--- config.mk ---
export PLATFORM = sky130hd
export DESIGN_NAME = seq_alu
export DESIGN_NICKNAME = d
export VERILOG_FILES = /design/src/rtl/seq_alu.sv
export SDC_FILE = /design/constraint.sdc
export NUM_CORES = 1
export LEC_CHECK = 0
export CORE_MARGIN = 1
export CORE_UTILIZATION = 57
export DETAILED_ROUTE_END_ITERATION = 6
export PLACE_DENSITY = 0.85
export SLEW_MARGIN = 25
export SYNTH_ARGS = -nofsm -noshare
export SYNTH_HDL_FRONTEND = slang
export SYNTH_SLANG_ARGS = --single-unit
--- constraint.sdc ---
create_clock -name Clk -period 2.8 [get_ports Clk]
set_clock_uncertainty 0.2 [all_clocks]
set_input_delay 0.7 -clock Clk [delete_from_list [all_inputs] [get_ports Clk]]
set_output_delay 0.7 -clock Clk [all_outputs]
set_load 0.01 [all_outputs]
--- src/rtl/seq_alu.sv ---
// Handshaked sequential ALU: single-cycle ops, iterative 1-bit/cycle shifts,
// and an optional shift-add multiplier enabled by SEQ_ALU_MUL_EN.
module seq_alu #(
  parameter int WIDTH = 16,
  localparam int SHW = $clog2(WIDTH)
) (
  input  logic             Clk,
  input  logic             Reset_n,
  input  logic             In_Valid,
  output logic             In_Ready,
  input  logic [WIDTH-1:0] Operand1,
  input  logic [WIDTH-1:0] Operand2,
  input  logic [2:0]       Alu_Opcode,
  input  logic             Shift,
  output logic [WIDTH-1:0] Result,
  output logic             Zero_Out,
  output logic             Carry_Out,
  output logic             Overflow_Out,
  output logic             Out_Valid,
  input  logic             Out_Ready,
  output logic             Busy
);

  localparam logic [SHW-1:0]   CNT_ZERO = {SHW{1'b0}};
  localparam logic [SHW-1:0]   CNT_ONE  = {{(SHW-1){1'b0}}, 1'b1};
  localparam logic [SHW-1:0]   CNT_ALL  = {SHW{1'b1}};
  localparam logic [WIDTH-1:0] RES_ZERO = {WIDTH{1'b0}};

  typedef enum logic [1:0] {
    ST_IDLE  = 2'd0,
    ST_SHIFT = 2'd1,
    ST_DONE  = 2'd2
`ifdef SEQ_ALU_MUL_EN
    , ST_MUL = 2'd3
`endif
  } state_t;

  state_t           state_r, state_nxt_s;
  logic [WIDTH-1:0] result_r;
  logic             zero_r, carry_r, ovf_r;
  logic [SHW-1:0]   cnt_r;
  logic [1:0]       kind_r;
  logic             accept_s;
  logic [WIDTH:0]   add_s, sub_s;
  logic [WIDTH-1:0] alu_res_s, sh_res_s;
  logic             alu_c_s, alu_v_s, sh_c_s;
`ifdef SEQ_ALU_MUL_EN
  logic [WIDTH-1:0] mcand_r, mplier_r, mul_acc_s;
`endif

  assign accept_s     = In_Valid && (state_r == ST_IDLE);
  assign In_Ready     = (state_r == ST_IDLE);
  assign Busy         = (state_r != ST_IDLE);
  assign Out_Valid    = (state_r == ST_DONE);
  assign Result       = result_r;
  assign Zero_Out     = zero_r;
  assign Carry_Out    = carry_r;
  assign Overflow_Out = ovf_r;

  // State register
  always_ff @(posedge Clk or negedge Reset_n) begin
    if (!Reset_n) begin
      state_r <= ST_IDLE;
    end else begin
      state_r <= state_nxt_s;
    end
  end

  // Next-state decode
  always_comb begin
    state_nxt_s = state_r;
    case (state_r)
      ST_IDLE: begin
        if (!accept_s) begin
          state_nxt_s = ST_IDLE;
        end else if (Shift && (Operand2[SHW-1:0] != CNT_ZERO)) begin
          state_nxt_s = ST_SHIFT;
        end
`ifdef SEQ_ALU_MUL_EN
        else if (!Shift && (Alu_Opcode == 3'b111)) begin
          state_nxt_s = ST_MUL;
        end
`endif
        else begin
          state_nxt_s = ST_DONE;
        end
      end
      ST_SHIFT: begin
        if (cnt_r == CNT_ONE) state_nxt_s = ST_DONE;
        else                  state_nxt_s = ST_SHIFT;
      end
`ifdef SEQ_ALU_MUL_EN
      ST_MUL: begin
        if (cnt_r == CNT_ZERO) state_nxt_s = ST_DONE;
        else                   state_nxt_s = ST_MUL;
      end
`endif
      ST_DONE: begin
        if (Out_Ready) state_nxt_s = ST_IDLE;
        else           state_nxt_s = ST_DONE;
      end
      default: state_nxt_s = ST_IDLE;
    endcase
  end

  // Single-cycle result; a shift loads Operand1 as its starting value
  always_comb begin
    add_s     = {1'b0, Operand1} + {1'b0, Operand2};
    sub_s     = {1'b0, Operand1} + {1'b0, ~Operand2} + {{WIDTH{1'b0}}, 1'b1};
    alu_res_s = RES_ZERO;
    alu_c_s   = 1'b0;
    alu_v_s   = 1'b0;
    if (Shift) begin
      alu_res_s = Operand1;
    end else begin
      case (Alu_Opcode)
        3'b000: begin
          alu_res_s = add_s[WIDTH-1:0];
          alu_c_s   = add_s[WIDTH];
          alu_v_s   = (Operand1[WIDTH-1] == Operand2[WIDTH-1]) &&
                      (add_s[WIDTH-1] != Operand1[WIDTH-1]);
        end
        3'b001: begin
          alu_res_s = sub_s[WIDTH-1:0];
          alu_c_s   = sub_s[WIDTH];
          alu_v_s   = (Operand1[WIDTH-1] != Operand2[WIDTH-1]) &&
                      (sub_s[WIDTH-1] != Operand1[WIDTH-1]);
        end
        3'b010:  alu_res_s = Operand1 & Operand2;
        3'b011:  alu_res_s = Operand1 | Operand2;
        3'b100:  alu_res_s = Operand1 ^ Operand2;
        3'b101:  alu_res_s = {{(WIDTH-1){1'b0}}, ($signed(Operand1) < $signed(Operand2))};
        3'b110:  alu_res_s = {{(WIDTH-1){1'b0}}, (Operand1 < Operand2)};
        default: alu_res_s = RES_ZERO;
      endcase
    end
  end

  // One-bit shift step; carry is the bit leaving the word
  always_comb begin
    sh_res_s = result_r;
    sh_c_s   = 1'b0;
    case (kind_r)
      2'b00: begin
        sh_res_s = {result_r[WIDTH-2:0], 1'b0};
        sh_c_s   = result_r[WIDTH-1];
      end
      2'b01: begin
        sh_res_s = {1'b0, result_r[WIDTH-1:1]};
        sh_c_s   = result_r[0];
      end
      2'b10: begin
        sh_res_s = {result_r[WIDTH-1], result_r[WIDTH-1:1]};
        sh_c_s   = result_r[0];
      end
      default: begin
        sh_res_s = {result_r[WIDTH-2:0], result_r[WIDTH-1]};
        sh_c_s   = result_r[WIDTH-1];
      end
    endcase
  end

`ifdef SEQ_ALU_MUL_EN
  // Shift-add partial product for the current multiplier bit
  always_comb begin
    if (mplier_r[0]) mul_acc_s = result_r + mcand_r;
    else             mul_acc_s = result_r;
  end
`endif

  // Datapath registers
  always_ff @(posedge Clk or negedge Reset_n) begin
    if (!Reset_n) begin
      result_r <= RES_ZERO;
      zero_r   <= 1'b1;
      carry_r  <= 1'b0;
      ovf_r    <= 1'b0;
      cnt_r    <= CNT_ZERO;
      kind_r   <= 2'b00;
`ifdef SEQ_ALU_MUL_EN
      mcand_r  <= RES_ZERO;
      mplier_r <= RES_ZERO;
`endif
    end else begin
      case (state_r)
        ST_IDLE: begin
          if (accept_s) begin
            result_r <= alu_res_s;
            zero_r   <= (alu_res_s == RES_ZERO);
            carry_r  <= alu_c_s;
            ovf_r    <= alu_v_s;
            kind_r   <= Alu_Opcode[1:0];
            cnt_r    <= Shift ? Operand2[SHW-1:0] : CNT_ALL;
`ifdef SEQ_ALU_MUL_EN
            mcand_r  <= Operand1;
            mplier_r <= Operand2;
`endif
          end
        end
        ST_SHIFT: begin
          result_r <= sh_res_s;
          zero_r   <= (sh_res_s == RES_ZERO);
          carry_r  <= sh_c_s;
          cnt_r    <= cnt_r - CNT_ONE;
        end
`ifdef SEQ_ALU_MUL_EN
        ST_MUL: begin
          result_r <= mul_acc_s;
          zero_r   <= (mul_acc_s == RES_ZERO);
          mcand_r  <= {mcand_r[WIDTH-2:0], 1'b0};
          mplier_r <= {1'b0, mplier_r[WIDTH-1:1]};
          cnt_r    <= cnt_r - CNT_ONE;
        end
`endif
        default: begin
          result_r <= result_r;
        end
      endcase
    end
  end

endmodule

==> results of run 1 <==
-- routing by layer --
metal / GRT overflow / global-route usage
met5: 0 / 0.0962
met4: 3 / 0.708
met3: 0 / 0.574
met2: 0 / 0.899
met1: 0 / 0.752
-- cell usage after synthesis (3+ instances only) --
master	count	area share
a211o_1	3	0.0060
a211oi_1	4	0.0068
a21o_1	7	0.012
a21oi_1	47	0.053
a221o_1	5	0.011
a221oi_1	6	0.012
a22o_1	3	0.0060
a22oi_1	17	0.029
a31oi_1	9	0.013
a41o_1	3	0.0068
a41oi_1	3	0.0060
and2_1	6	0.0085
and3_1	5	0.0071
buf_2	7	0.0080
buf_4	3	0.0051
clkbuf_1	24	0.020
dfrtp_1	26	0.15
ha_1	63	0.18
inv_1	53	0.045
nand2_1	49	0.042
nand2b_1	3	0.0043
nand3_1	17	0.019
nand4_1	9	0.013
nor2_1	41	0.035
nor2b_1	7	0.0099
nor3_1	14	0.016
nor4_1	3	0.0043
o211ai_1	16	0.027
o21ai_0	31	0.035
o21bai_1	5	0.0085
o221ai_1	11	0.022
o22a_1	3	0.0060
o311ai_0	3	0.0060
o31a_1	3	0.0060
o31ai_1	6	0.010
o41ai_1	3	0.0060
or2_2	3	0.0043
xnor2_1	3	0.0060
-- stage by stage --
| stage | hold WS (ps) | cells | instance area (um2) |
|---|---|---|---|
| detailed placement | 317 | 879 | 6410 |
| CTS | 329 | 897 | 6940 |
| floorplan | 204 | 579 | 4510 |
| global placement | 296 | 879 | 6410 |
-- logic make-up after synthesis --
| logic type | share of synthesized area |
|---|---|
| muxes | 0.0105 |
| xor gates and xnor gates | 0.00796 |
| DFF | 0.154 |
| adders and majority gates | 0.188 |
| and+or+nand+nor | 0.187 |
| AOI/OAI and AO/OA | 0.369 |
| buffers and inverters | 0.0838 |
-- repair_timing --
action	in CTS
pin swaps	56
hold endpoints to repair	0
endpoints found under the setup margin	19
buffers inserted	15
resized for setup	148
==> impl_metrics.py, run 1 <==
metrics = {
    "floorplanning": {
        "die_w_um": 89.9,
        "rows": 31,
        "fp.dieH_um": 89.9,
        "start_util": 0.598,
        "pin_count": 62,
    },
    "outcome": {
        "haltStage": "global routing",
        "stop_error": "[ERROR GRT-0116] Global routing finished with congestion. Check the congestion regions in the DRC Viewer.",
        "status": "did not finish",
    },
    "grt": {
        "grt_max_degree": 28,
        "grt_pass1_wl_um": 45700,
        "grt_overflow": 3,
        "grtUsageTotal": 0.731,
        "grt_pass1_vias": 7841,
    },
    "place": {
        "dp_hpwl_um": 14200,
        "place_congestion": 1.04,
        "numPortBuffers": 61,
        "dp_slack_ps": -1450,
    },
    "synth": {
        "synth_cell_type_count": 81,
        "synthCells": 579,
        "ys.flop_type": "dfrtp_1",
        "synth-seq-cells": 27,
        "synth_area_per_cell_um2": 7.61,
        "synth_edf_count": 0,
        "ys_seq_area_frac": 0.154,
        "synth_async_sr_flop_share": 1.00,
        "syn_area_mm2": 0.00440,
        "synth_nets": 684,
        "synth.yosys.warnings": 0,
    },
    "clock_tree": {
        "cts_sinks": 27,
        "cts-hold-fix-buffers": 0,
        "cts_buffers": 3,
        "root_buffer": "clkbuf_8",
        "h-tree-depth": 1,
        "clock_path_buffers": 2,
    },
}
==> inputs of run 2 (changes only) <==
- CORE_UTILIZATION: 57 -> 40
- PLACE_DENSITY: 0.85 -> unset
- PLACE_DENSITY_LB_ADDON: unset -> 0.15
==> run 2 against run 1 <==
- the flow now finishes, with violations (setup timing)
- synthesized cell count unchanged
- area after synthesis unchanged
==> impl_metrics.py, run 2 <==
metrics = {
    "outcome": {
        "status": "finished, violations left",
        "violations": "setup timing",
    },
    "synth": {
        "synth.most_common_cell": "ha_1",
        "synth_top_area_share": 0.179,
        "synth_async_sr_flop_share": 1.00,
        "syn_area_mm2": 0.00440,
        "synth_common_cells": "63 x ha_1, 53 x inv_1, 49 x nand2_1",
        "synth.yosys.warnings": 0,
        "synth_area_per_cell_um2": 7.61,
        "synth-seq-cells": 27,
        "synthCells": 579,
        "synth_edf_count": 0,
        "synthTopCellsByArea": "ha_1 18%, dfrtp_1 15%, a21oi_1 5.3%",
        "synth_cell_type_count": 81,
        "ys.flop_type": "dfrtp_1",
        "ys_seq_area_frac": 0.154,
        "synth_nets": 684,
        "yosysTopAreaCell": "ha_1",
    },
    "final_layout": {
        "drive_above_1_share": 0.443,
        "largest_reg_flops": 16,
        "syn_to_final_growth_pct": 69.9,
        "fin_cells": 953,
        "mostFrequentLayoutCell": "buf_4",
        "antenna_cells": 0,
        "layout.nets": 923,
        "fillers": 800,
        "most-common-layout-cells": "190 x buf_4, 47 x nand2_1, 37 x nor2_1, 37 x ha_1, 34 x clkdlybuf4s50_1",
    },
    "route": {
        "drtAntennaViolNets": 0,
        "dr.pass1.iters": 5,
        "vias_per_cell": 5.87,
        "wl_per_cell_um": 18.5,
        "drt_iter0_drc": 420,
        "vias": 5598,
        "finalWirelength_um": 17600,
        "drc": 0,
    },
    "timing": {
        "rsz0062_at_grt": "true",
        "relSlewSlack": 0.381,
        "fin_ws_ps": -579,
        "finalSetupViolations": 13,
        "timing.final.crit_share": 1.21,
        "max_freq_mhz": 296,
        "final_max_slew_viol_count": 0,
        "fin_crit_ps": 3380,
        "worstMarginPinSlew_ps": 925,
        "hold_violations": 0,
    },
    "clock_tree": {
        "path_clk_slew_ps": 100,
        "cts_tree": "built",
        "root_buffer": "clkbuf_8",
        "cts-hold-fix-buffers": 0,
        "cts_buffers": 3,
        "cts_sinks": 27,
        "h-tree-depth": 1,
        "clock_path_buffers": 2,
        "clk_latency_ps": 280,
    },
    "floorplanning": {
        "rows": 37,
        "coreArea_mm2": 0.0105,
        "fp.dieH_um": 107,
        "dieArea_mm2": 0.0114,
        "start_util": 0.419,
        "die_w_um": 107,
        "pin_count": 62,
    },
    "grt": {
        "grt_max_degree": 28,
        "grt_pass1_vias": 5587,
        "grt_pass1_wl_um": 27400,
        "grtUsageTotal": 0.299,
        "grt_overflow": 0,
        "antenna_found_initial": 0,
    },
    "critical_path": {
        "crit_fanout": 3,
        "reg2regPathDepth": 9,
        "reg2reg_from": "kind_r[0]",
        "critical_path.cell_chain": "buf_12 > inv_12 > ha_4 > fa_2 > o21ba_4 > nor4_4 > o41ai_4 > o31a_1 > buf_4 > buf_6 > and3_4 > a21oi_2 > a32o_2 > nand4_1 > o41ai_2",
        "r2r_slack_ps": 260,
        "crit_type": "primary input to register",
        "arrival_ps": 3360,
        "crit_path_start_kind": "primary input",
        "critPathRequiredTime_ps": 2790,
        "cpPeakStageDelay_ps": 350,
        "crit_path_end_kind": "register",
        "worstReg2RegEnd": "Zero_Out",
        "cp_slowest_cell": "fa_2",
    },
    "flow_run": {
        "cap_violations": 0,
    },
    "place": {
        "post-place-cells": 929,
        "numPortBuffers": 61,
        "place_congestion": 0.903,
        "dp_hpwl_um": 13300,
        "dp_slack_ps": -1420,
    },
    "worst_hold_path": {
        "hold_start": "Overflow_Out",
        "holdPathEnd": "Overflow_Out",
        "min_path_type": "register to register",
        "hold_depth": 2,
    },
    "pwr": {
        "ir_drop_mv": 0.501,
        "p_total_mw": 3.48,
        "power.density_mw_per_mm2": 465,
        "power.leakage_nw": 3.37,
    },
}
run 2: cell counts after synthesis:
No cell type changed its count.
run 2: cells by family after synthesis:
| logic type | after synthesis | share of synthesized area |
|---|---|---|
| flops | 27 | 0.154 |
| mux | 4 | 0.0105 |
| simple gates | 169 | 0.187 |
| buf+inv | 91 | 0.0838 |
| fa+ha+maj | 65 | 0.188 |
| xor+xnor | 4 | 0.00796 |
| compound gates | 219 | 0.369 |
run 2: metal layers:
metal  routed length (um)  vias to the layer above  global-route usage
li1                     -                     2628                   -
met1                 7570                     2682               0.380
met2                 8590                      230               0.533
met3                  807                       58              0.0201
met4                  677                        0               0.104
met5                    0                        -                   0
run 2: repair_timing:
item,CTS,global route
gates resized for setup,139,117
setup endpoints to repair,19,17
pin swaps,58,63
setup buffers,11,15
run 2: worst max path at each step:
| stage | cells after the start | end | startpoint |
|---|---|---|---|
| floorplan | 12 | Carry_Out | Operand1[0] |
| finish | 15 | Zero_Out | Operand1[0] |
| detailed placement | 13 | Zero_Out | Operand1[0] |
| CTS | 14 | Carry_Out | Operand1[0] |
| global placement | 14 | Carry_Out | Operand1[0] |
| global route | 15 | Zero_Out | Operand1[0] |
run 2: worst max-delay path, delay by kind of cell:
family | cells | cell delay [ps]
compound gates | 6 | 1280
simple gates | 3 | 480
buf+inv | 4 | 400
fa+ha+maj | 2 | 500
run 2: per-stage QoR:
stage	TNS, ps	hold slack, ps	utilization	instance area, um2
4_1_cts	-5460	324	0.672	7060
3_3_place_gp	-17790	286	0.624	6560
5_1_grt	-5280	350	0.712	7480
3_5_place_dp	-19160	297	0.624	6560
2_1_floorplan	-2760	204	-	4510
6_report	-4590	326	0.712	7480
run 2: cell type report:
type	count	area, um2	share of cell area
multi-input combinational	461	4060	0.542
timing repair buffer	270	2290	0.306
sequential	27	677	0.0905
inverter	55	240	0.0321
tap	136	170	0.0227
clock buffer	3	41.3	0.00552
clock inverter	1	7.51	0.00100
run 2: power breakdown:
group / switching (mW) / internal, mW
logic: 1.31 / 1.21
clock network: 0.129 / 0.101
registers: 0.174 / 0.558
(Power assumes the default switching activity.)
